===== config.mk =====
export PLATFORM = sky130hd
export DESIGN_NAME = pc_sel_ctrl
export DESIGN_NICKNAME = d
export VERILOG_FILES = /design/src/rtl/pc_sel_ctrl.sv
export SDC_FILE = /design/constraint.sdc
export NUM_CORES = 2
export LEC_CHECK = 0
export CORE_MARGIN = 2
export CORE_UTILIZATION = 40
export DETAILED_ROUTE_END_ITERATION = 10
export PLACE_DENSITY = 0.68
export REMOVE_ABC_BUFFERS = 1
export SLEW_MARGIN = 20
export SYNTH_ARGS = -nofsm -noshare
export SYNTH_HDL_FRONTEND = slang
export SYNTH_SLANG_ARGS = --single-unit

===== constraint.sdc =====
create_clock -name clk -period 9.15 [get_ports clk]
set_input_delay 2.2875 -clock clk [delete_from_list [all_inputs] [get_ports clk]]
set_output_delay 2.2875 -clock clk [all_outputs]
set_load 0.02 [all_outputs]

===== src/rtl/pc_sel_ctrl.sv =====
// Next-PC controller: direct-mapped BTB with 2-bit counters, predicts at fetch and redirects on EX mispredicts.
// Latency: lookup/pc_sel combinational in IDLE; redirect (pc_sel, branch_pc/corr_pc4, flush) one cycle after the resolving EX cycle.
// Backpressure: stall freezes detection, BTB update and holds a pending redirect in REDIR until an unstalled cycle.
//
// Ports:
//   clk, rst_n                      clock, async active-low reset
//   stall                           pipeline stall (PC register and EX frozen)
//   if_valid, if_pc                 fetch PC to look up in the BTB
//   ex_*                            resolved branch information from EX
//   pc_sel                          next-PC mux select (PCMUX_* codes)
//   predicted_target, pred_taken    fetch prediction for if_pc
//   branch_pc, corr_pc4             registered redirect operands for the mux
//   flush                           kill wrong-path IF/ID/EX contents

`ifndef PCMUX_CURR_PC4
`define PCMUX_CURR_PC4 3'd0
`endif
`ifndef PCMUX_PRED_TGT
`define PCMUX_PRED_TGT 3'd1
`endif
`ifndef PCMUX_BRANCH
`define PCMUX_BRANCH   3'd2
`endif
`ifndef PCMUX_CORR_PC4
`define PCMUX_CORR_PC4 3'd3
`endif

module pc_sel_ctrl #(
  parameter int IDX_BITS = 4
) (
  input  logic        clk,
  input  logic        rst_n,
  input  logic        stall,
  input  logic        if_valid,
  input  logic [31:0] if_pc,
  input  logic        ex_valid,
  input  logic        ex_is_branch,
  input  logic        ex_taken,
  input  logic [31:0] ex_pc,
  input  logic [31:0] ex_target,
  input  logic        ex_pred_taken,
  input  logic [31:0] ex_pred_target,
  output logic [2:0]  pc_sel,
  output logic [31:0] predicted_target,
  output logic        pred_taken,
  output logic [31:0] branch_pc,
  output logic [31:0] corr_pc4,
  output logic        flush
);

  localparam int ENTRIES = 1 << IDX_BITS;
  localparam int TAG_W   = 32 - IDX_BITS - 2;

  typedef enum logic {IDLE, REDIR} state_t;

  state_t             state;
  logic               redir_br;  // 1: taken-path redirect, 0: fall-through correction

  logic               btb_valid  [ENTRIES];
  logic [TAG_W-1:0]   btb_tag    [ENTRIES];
  logic [31:0]        btb_target [ENTRIES];
  logic [1:0]         btb_ctr    [ENTRIES];

  logic [IDX_BITS-1:0] if_idx, ex_idx;
  logic [TAG_W-1:0]    if_tag, ex_tag;
  logic                if_hit, ex_hit;
  logic                resolve, br_miss, nt_miss, btb_upd;

  // Word-aligned PCs: the low two bits carry no BTB information.
  logic unused_pc_lsbs;
  assign unused_pc_lsbs = ^{if_pc[1:0], ex_pc[1:0]};

  // Fetch-side lookup reads the array contents before any same-cycle write.
  assign if_idx = if_pc[IDX_BITS+1:2];
  assign if_tag = if_pc[31:IDX_BITS+2];
  assign if_hit = if_valid & btb_valid[if_idx] & (btb_tag[if_idx] == if_tag);

  assign pred_taken       = if_hit & btb_ctr[if_idx][1];
  assign predicted_target = if_hit ? btb_target[if_idx] : 32'd0;

  assign ex_idx = ex_pc[IDX_BITS+1:2];
  assign ex_tag = ex_pc[31:IDX_BITS+2];
  assign ex_hit = btb_valid[ex_idx] & (btb_tag[ex_idx] == ex_tag);

  // EX is only trusted in IDLE; in REDIR it holds wrong-path instructions.
  assign resolve = (state == IDLE) & ex_valid & ~stall;
  assign br_miss = resolve & ex_taken & (~ex_pred_taken | (ex_pred_target != ex_target));
  // A non-branch that was predicted taken (BTB alias) also needs the fall-through fix.
  assign nt_miss = resolve & ~ex_taken & ex_pred_taken;
  assign btb_upd = resolve & ex_is_branch;

  assign flush = (state == REDIR);

  always_comb begin
    pc_sel = `PCMUX_CURR_PC4;
    if (state == REDIR) begin
      pc_sel = redir_br ? `PCMUX_BRANCH : `PCMUX_CORR_PC4;
    end else if (pred_taken) begin
      pc_sel = `PCMUX_PRED_TGT;
    end
  end

  always_ff @(posedge clk or negedge rst_n) begin
    if (!rst_n) begin
      state     <= IDLE;
      redir_br  <= 1'b0;
      branch_pc <= 32'd0;
      corr_pc4  <= 32'd0;
      for (int i = 0; i < ENTRIES; i++) begin
        btb_valid[i]  <= 1'b0;
        btb_tag[i]    <= '0;
        btb_target[i] <= 32'd0;
        btb_ctr[i]    <= 2'b01;
      end
    end else begin
      case (state)
        IDLE: begin
          if (br_miss) begin
            state     <= REDIR;
            redir_br  <= 1'b1;
            branch_pc <= ex_target;
          end else if (nt_miss) begin
            state     <= REDIR;
            redir_br  <= 1'b0;
            corr_pc4  <= ex_pc + 32'd4;
          end
        end
        REDIR: begin
          if (!stall) begin
            state <= IDLE;
          end
        end
        default: state <= IDLE;
      endcase

      if (btb_upd) begin
        if (ex_hit) begin
          if (ex_taken) begin
            btb_target[ex_idx] <= ex_target;
            if (btb_ctr[ex_idx] != 2'b11) begin
              btb_ctr[ex_idx] <= btb_ctr[ex_idx] + 2'd1;
            end
          end else if (btb_ctr[ex_idx] != 2'b00) begin
            btb_ctr[ex_idx] <= btb_ctr[ex_idx] - 2'd1;
          end
        end else if (ex_taken) begin
          // Miss + taken: allocate (or evict the aliasing entry) as weakly taken.
          btb_valid[ex_idx]  <= 1'b1;
          btb_tag[ex_idx]    <= ex_tag;
          btb_target[ex_idx] <= ex_target;
          btb_ctr[ex_idx]    <= 2'b10;
        end
      end
    end
  end

endmodule


# == Word-level counts from Yosys, hierarchy flattened ==
# Cells that the tools add are included.
# word_totals
regBits,1042
latch_bits,0
mem_bits_rw,0
mem_bits_ro,0
wordCells,162
memories,0
# op_classes
add_sub_neg,3
multipliers,0
n_div,0
n_lt_le_gt_ge,3
eq_ne,5
shifts,0
mux,48
bitwise_logic,24
n_reduce_logical,11
# op_table
operator,n
512-bit bitwise mux,1
416-bit bitwise mux,1
32-bit two-way mux,9
26-bit binary-select mux with 4-bit select,2
26-bit two-way mux,5
32-bit binary-select mux with 4-bit select,1
32-bit demux with 4-bit select,1
26-bit demux with 4-bit select,1
32-bit bitwise mux,2
26-bit equality test,2
"32-bit by 3-bit adder with 32-bit output, second input constant",1
32-bit inequality test,1
16-bit OR,2
16-bit bitwise AND,1
2-bit binary-select mux with 4-bit select,2
16-bit inverter,1
1-bit two-way mux,12
1-bit bitwise AND,11
"5-bit greater-or-equal comparator, second input constant",2
2-bit two-way mux,5
4-bit inverter with 5-bit output,2
1-bit binary-select mux with 4-bit select,2
2-bit demux with 4-bit select,1
2-bit nonzero test,4
other kinds (14),22

# == Depth between registers and ports, before layout ==
# depth
word_depth,9
ltp_mapped,15
depth_no_buf,9

# == Worst setup path after synthesis ==
# Ideal clock, no wire load.
# synth_timing
kind,input-to-output
startpoint,input port if_pc[2]
endpoint,output port pc_sel[0]
t_arrival_ns,6.037
slack_ns,0.825
stages,10
n_path_buf,4
path_cell_list,clkbuf_1 -> buf_1 -> buf_1 -> mux4_2 -> mux4_2 -> xor2_1 -> nor4_1 -> nand4_1 -> clkbuf_1 -> o31ai_1
# synth_via
elab_chain_len,9
word_cells_on_any_way,16
classes_between,eq/ne (1); mux (11); bitwise (4)
# synth_rtl
element,line,source
from (decl),35,"input logic [31:0] if_pc,"
4-bit inverter with 5-bit output (implied by the code) *,"76, 78",
26-bit binary-select mux with 4-bit select / 1-bit binary-select mux with 4-bit select (equally long branches),76,assign if_hit = if_valid & btb_valid[if_idx] & (btb_tag[if_idx] == if_tag);
26-bit two-way mux (implied by the code) / 1-bit two-way mux (equally long branches) (2 in a row),76,
26-bit equality test / 1-bit bitwise AND (equally long branches),76,
1-bit bitwise AND,76,
1-bit bitwise AND *,78,assign pred_taken = if_hit & btb_ctr[if_idx][1];
1-bit two-way mux *,98,end else if (pred_taken) begin
3-bit two-way mux *,96,if (state == REDIR) begin
to (decl),43,"output logic [2:0] pc_sel,"
# Every way passes the cells marked *; elsewhere a longest branch is shown, timed or not. The select of a mux whose other input is x is not followed.

# == Final worst setup path ==
# Ends and elaborated chain as after synthesis.

==> reports/qor.txt <==
========================================================================================================
#FFs+latches synth ........................................................................         1042
Largest driver fanout on the critical path ................................................           34
Placed Instance Area ......................................................................  57000 sq um
Post-synth design cell area ...............................................................  53100 sq um
P&R area growth vs syn ....................................................................        14.7%
Mean routed wirelength per cell ...........................................................      27.6 um
Crit path launch type .....................................................................   input port
Outcome ...................................................................................    completed
Vias in the first global route ............................................................        32600
Clock latency reported for the late side of the worst-skew pair ...........................      0.74 ns
# setup viols final .......................................................................            0
Width of the chip .........................................................................       368 um
Setup Skew ................................................................................    0.0296 ns
Top library cells by usage in the layout, fill and taps aside ............................. sky130_fd_sc_hd__dfrtp_1 (1026), sky130_fd_sc_hd__mux2_2 (808), sky130_fd_sc_hd__mux4_2 (376), sky130_fd_sc_hd__clkdlybuf4s50_1 (222), sky130_fd_sc_hd__mux2_4 (190)
Worst hold path startpoint ................................................................ corr_pc4[29]$_DFFE_PN0P_
Floorplan core area ....................................................................... 132000 sq um
TritonCTS clock tree ......................................................................          yes
Most utilized layer in the global route result ............................................         met2
Syn_area_per_cell .........................................................................   15.7 sq um
Final antenna-violating net count .........................................................            0
Detailed-routing iteration count for the pre-antenna-repair pass ..........................            5
Post-synthesis cell count .................................................................         3395
Number of endpoints with negative hold slack in the final report ..........................            0
Setup Crit Path Kind ...................................................................... input port to primary output
Combined global-route utilization of all metal layers .....................................        21.9%
Max Root-Sink Buffers .....................................................................            3
Origin of the worst setup path ............................................................     if_pc[2]
Period Utilization, post-route ............................................................        95.6%
Worst hold path endpoint .................................................................. corr_pc4[29]$_DFFE_PN0P_
Met1 demand-to-capacity share in global routing ...........................................        30.8%
Count of max-cap constraint violations ....................................................            0
Cell depth of the worst min-delay path ....................................................            2
Worst setup EP type ....................................................................... primary output
Remaining Overflow, GRT ...................................................................            0
Final Slew Violations .....................................................................            0
Vias ......................................................................................        31300
Share of post-route cells with drive strength above 1 .....................................        48.1%
Count of buffers added by post-CTS timing repair for setup ................................            0
Number of nets in the layout ..............................................................         3639
Post-CTS clock slew at the launch and capture registers of the worst setup and hold paths .      0.06 ns
Post-Route Setup TNS ......................................................................         0 ns
Share of async-settable or async-resettable flops after synthesis .........................         100%
Slew margin rel. ..........................................................................        26.9%
Number of ports placed on the die boundary ................................................          237
Initial antenna violation count ...........................................................            8
Initial Util ..............................................................................        40.4%
Leading cell type in the layout, fill and taps excluded ................................... sky130_fd_sc_hd__dfrtp_1
CTS sink cnt ..............................................................................         1042
Number of buffers added by the clock tree synthesis step ..................................          109
Tmin final ................................................................................      8.75 ns
Hold-fix buffers at CTS ...................................................................            0
Capture point of the worst reg-to-reg path ................................................ btb_ctr[3]$_DFFE_PN0P_
Overall routed net length .................................................................       148 mm
Chip Height ...............................................................................       368 um
Count of standard-cell rows ...............................................................          133
Classification of the worst-slack hold path ............................................... flip-flop to flip-flop
Most instantiated flip-flop cell in the synthesis netlist ................................. sky130_fd_sc_hd__dfrtp_1
Port Buf Inserts ..........................................................................          233
Yosys warns ...............................................................................            0
CP required ...............................................................................      6.86 ns
Number of vias per cell ...................................................................         5.84
Buffer cell driving the clock tree root ................................................... sky130_fd_sc_hd__clkbuf_16
Final HPWL from detailed placement ........................................................      84.7 mm
Number of cells traversed by the worst register-to-register path ..........................            8
Worst vdd rail ir drop ....................................................................   0.000163 V
Detailed Route Iter0 Violations ...........................................................         2827
Global-route wire length before repair ....................................................       222 mm
Number of DRC violations after detailed routing ...........................................            0
Reg-to-Reg Start .......................................................................... btb_tag[58]$_DFFE_PN0P_
Critical path data arrival time ...........................................................      6.46 ns
Die footprint ............................................................................. 136000 sq um
Final-layout fill cell count ..............................................................        11300
Post-synthesis sequential area ratio ......................................................        49.1%
GR Util met2 ..............................................................................        34.4%
Slew at the pin closest to its max-slew limit .............................................      1.10 ns
P_leak ....................................................................................      27.5 nW
Post-cts sizing count .....................................................................            0
Power density over cell area ..............................................................  190 nW/um^2
Peak clock frequency supported by timing ..................................................      114 MHz
Number of H-tree levels ...................................................................            3
Met3 routing resource usage after global routing ..........................................        4.56%
Maximum number of pins on one net before global-route repair ..............................          201
Netlist cell types ........................................................................           73
Number of enable flip-flop cells after synthesis ..........................................            0
Last weighted congestion value of the routability-driven placer ...........................        0.844
Design Area, Final ........................................................................  60900 sq um
Unrepaired setup endpoints after global routing ...........................................           no
Register-to-register setup slack ..........................................................      4.71 ns
========================================================================================================
## worst max-delay path by stage
stage | slack, ns | depth (start not counted) | endpoint
after detailed placement | 0.49 | 11 | pc_sel[0]
final | 0.40 | 11 | pc_sel[0]
after global placement | 0.44 | 11 | pc_sel[0]
after global routing | 0.37 | 11 | pc_sel[0]
after CTS | 0.43 | 11 | pc_sel[0]
after floorplan | 1.41 | 8 | pc_sel[0]
## where the power goes
group	leakage, nW	internal [mW]	switching, mW
sequential	14.1	5.00	0.233
combinational	11.5	0.856	0.748
clock	1.90	2.79	1.98
## flip-flops by register name (all words and copies together), names as in the netlist
register / cells
btb_tag: 416
branch_pc: 32
btb_valid: 16
redir_br: 1
flush: 1
corr_pc4: 32
btb_target: 512
btb_ctr: 32
## routing by layer
| layer | share of wire, % | routed length [um] |
|---|---|---|
| met5 | 0.018 | 26 |
| met4 | 2.7 | 3930 |
| met3 | 6.5 | 9600 |
| met2 | 47 | 69300 |
| met1 | 44 | 65100 |
## cell families after synthesis
group	count (synthesis)	synth area share (%)
adder cells (fa/ha/maj)	6	0.141
multiplexers	1472	40.6
XOR/XNOR	104	1.74
buffers and inverters	345	3.25
AO/OA/AOI/OAI	135	1.78
flip-flops	1042	49.1
other	1	0.00706
AND/OR/NAND/NOR	290	3.33
## stage by stage
step	setup WS (ns)	util, %	std cells	hold slack [ns]	power, mW
finish	0.402	46.3	5350	0.480	11.6
global route	0.366	46.3	5348	0.506	12.1
CTS	0.431	46.3	5347	0.482	11.7
detailed placement	0.486	43.3	5140	0.462	6.92
global placement	0.436	43.3	5140	0.455	6.87
floorplan	1.41	-	3059	0.438	6.13
## layout make-up
cell class | count | area, sq um | area share [%]
inverter | 9 | 33.8 | 0.0555
antenna | 2 | 5.00 | 0.00821
tap | 1755 | 2200 | 3.60
sequential | 1042 | 26100 | 42.8
multi-input combinational | 2008 | 25500 | 41.8
timing repair buffer | 327 | 3250 | 5.33
clock inverter | 50 | 716 | 1.17
clock buffer | 157 | 3160 | 5.19
## cell usage after synthesis (14+ instances only)
cell / instances / area (sq um)
sky130_fd_sc_hd__mux2_2: 808 / 9100
sky130_fd_sc_hd__mux2i_1: 84 / 841
sky130_fd_sc_hd__clkbuf_1: 220 / 826
sky130_fd_sc_hd__nor2_1: 17 / 63.8
sky130_fd_sc_hd__xor2_1: 48 / 420
sky130_fd_sc_hd__mux4_2: 376 / 8470
sky130_fd_sc_hd__and3_1: 17 / 106
sky130_fd_sc_hd__xnor2_1: 54 / 473
sky130_fd_sc_hd__buf_2: 18 / 90.1
sky130_fd_sc_hd__o21ai_0: 37 / 185
sky130_fd_sc_hd__dfstp_2: 16 / 420
sky130_fd_sc_hd__nand3_1: 18 / 90.1
sky130_fd_sc_hd__buf_6: 14 / 158
sky130_fd_sc_hd__buf_1: 59 / 221
sky130_fd_sc_hd__dfrtp_1: 1026 / 25700
sky130_fd_sc_hd__mux2_4: 190 / 2850
sky130_fd_sc_hd__nand2_1: 78 / 293
sky130_fd_sc_hd__nand4_1: 20 / 125
sky130_fd_sc_hd__a22oi_1: 21 / 158
sky130_fd_sc_hd__nor2b_1: 36 / 225
sky130_fd_sc_hd__o22ai_1: 14 / 87.6
## worst max-delay path, stage by stage
cell	delay [ns]
sky130_fd_sc_hd__buf_8	0.22
sky130_fd_sc_hd__buf_4	0.26
sky130_fd_sc_hd__mux4_2	0.51
sky130_fd_sc_hd__mux4_2	0.53
sky130_fd_sc_hd__xnor2_1	0.38
sky130_fd_sc_hd__nand4_1	0.26
sky130_fd_sc_hd__nor4_1	0.52
sky130_fd_sc_hd__nand4_1	0.26
sky130_fd_sc_hd__buf_12	0.27
sky130_fd_sc_hd__o31ai_1	0.26
sky130_fd_sc_hd__clkdlybuf4s50_1	0.65
Note: power is estimated with default switching activity, not from simulation.
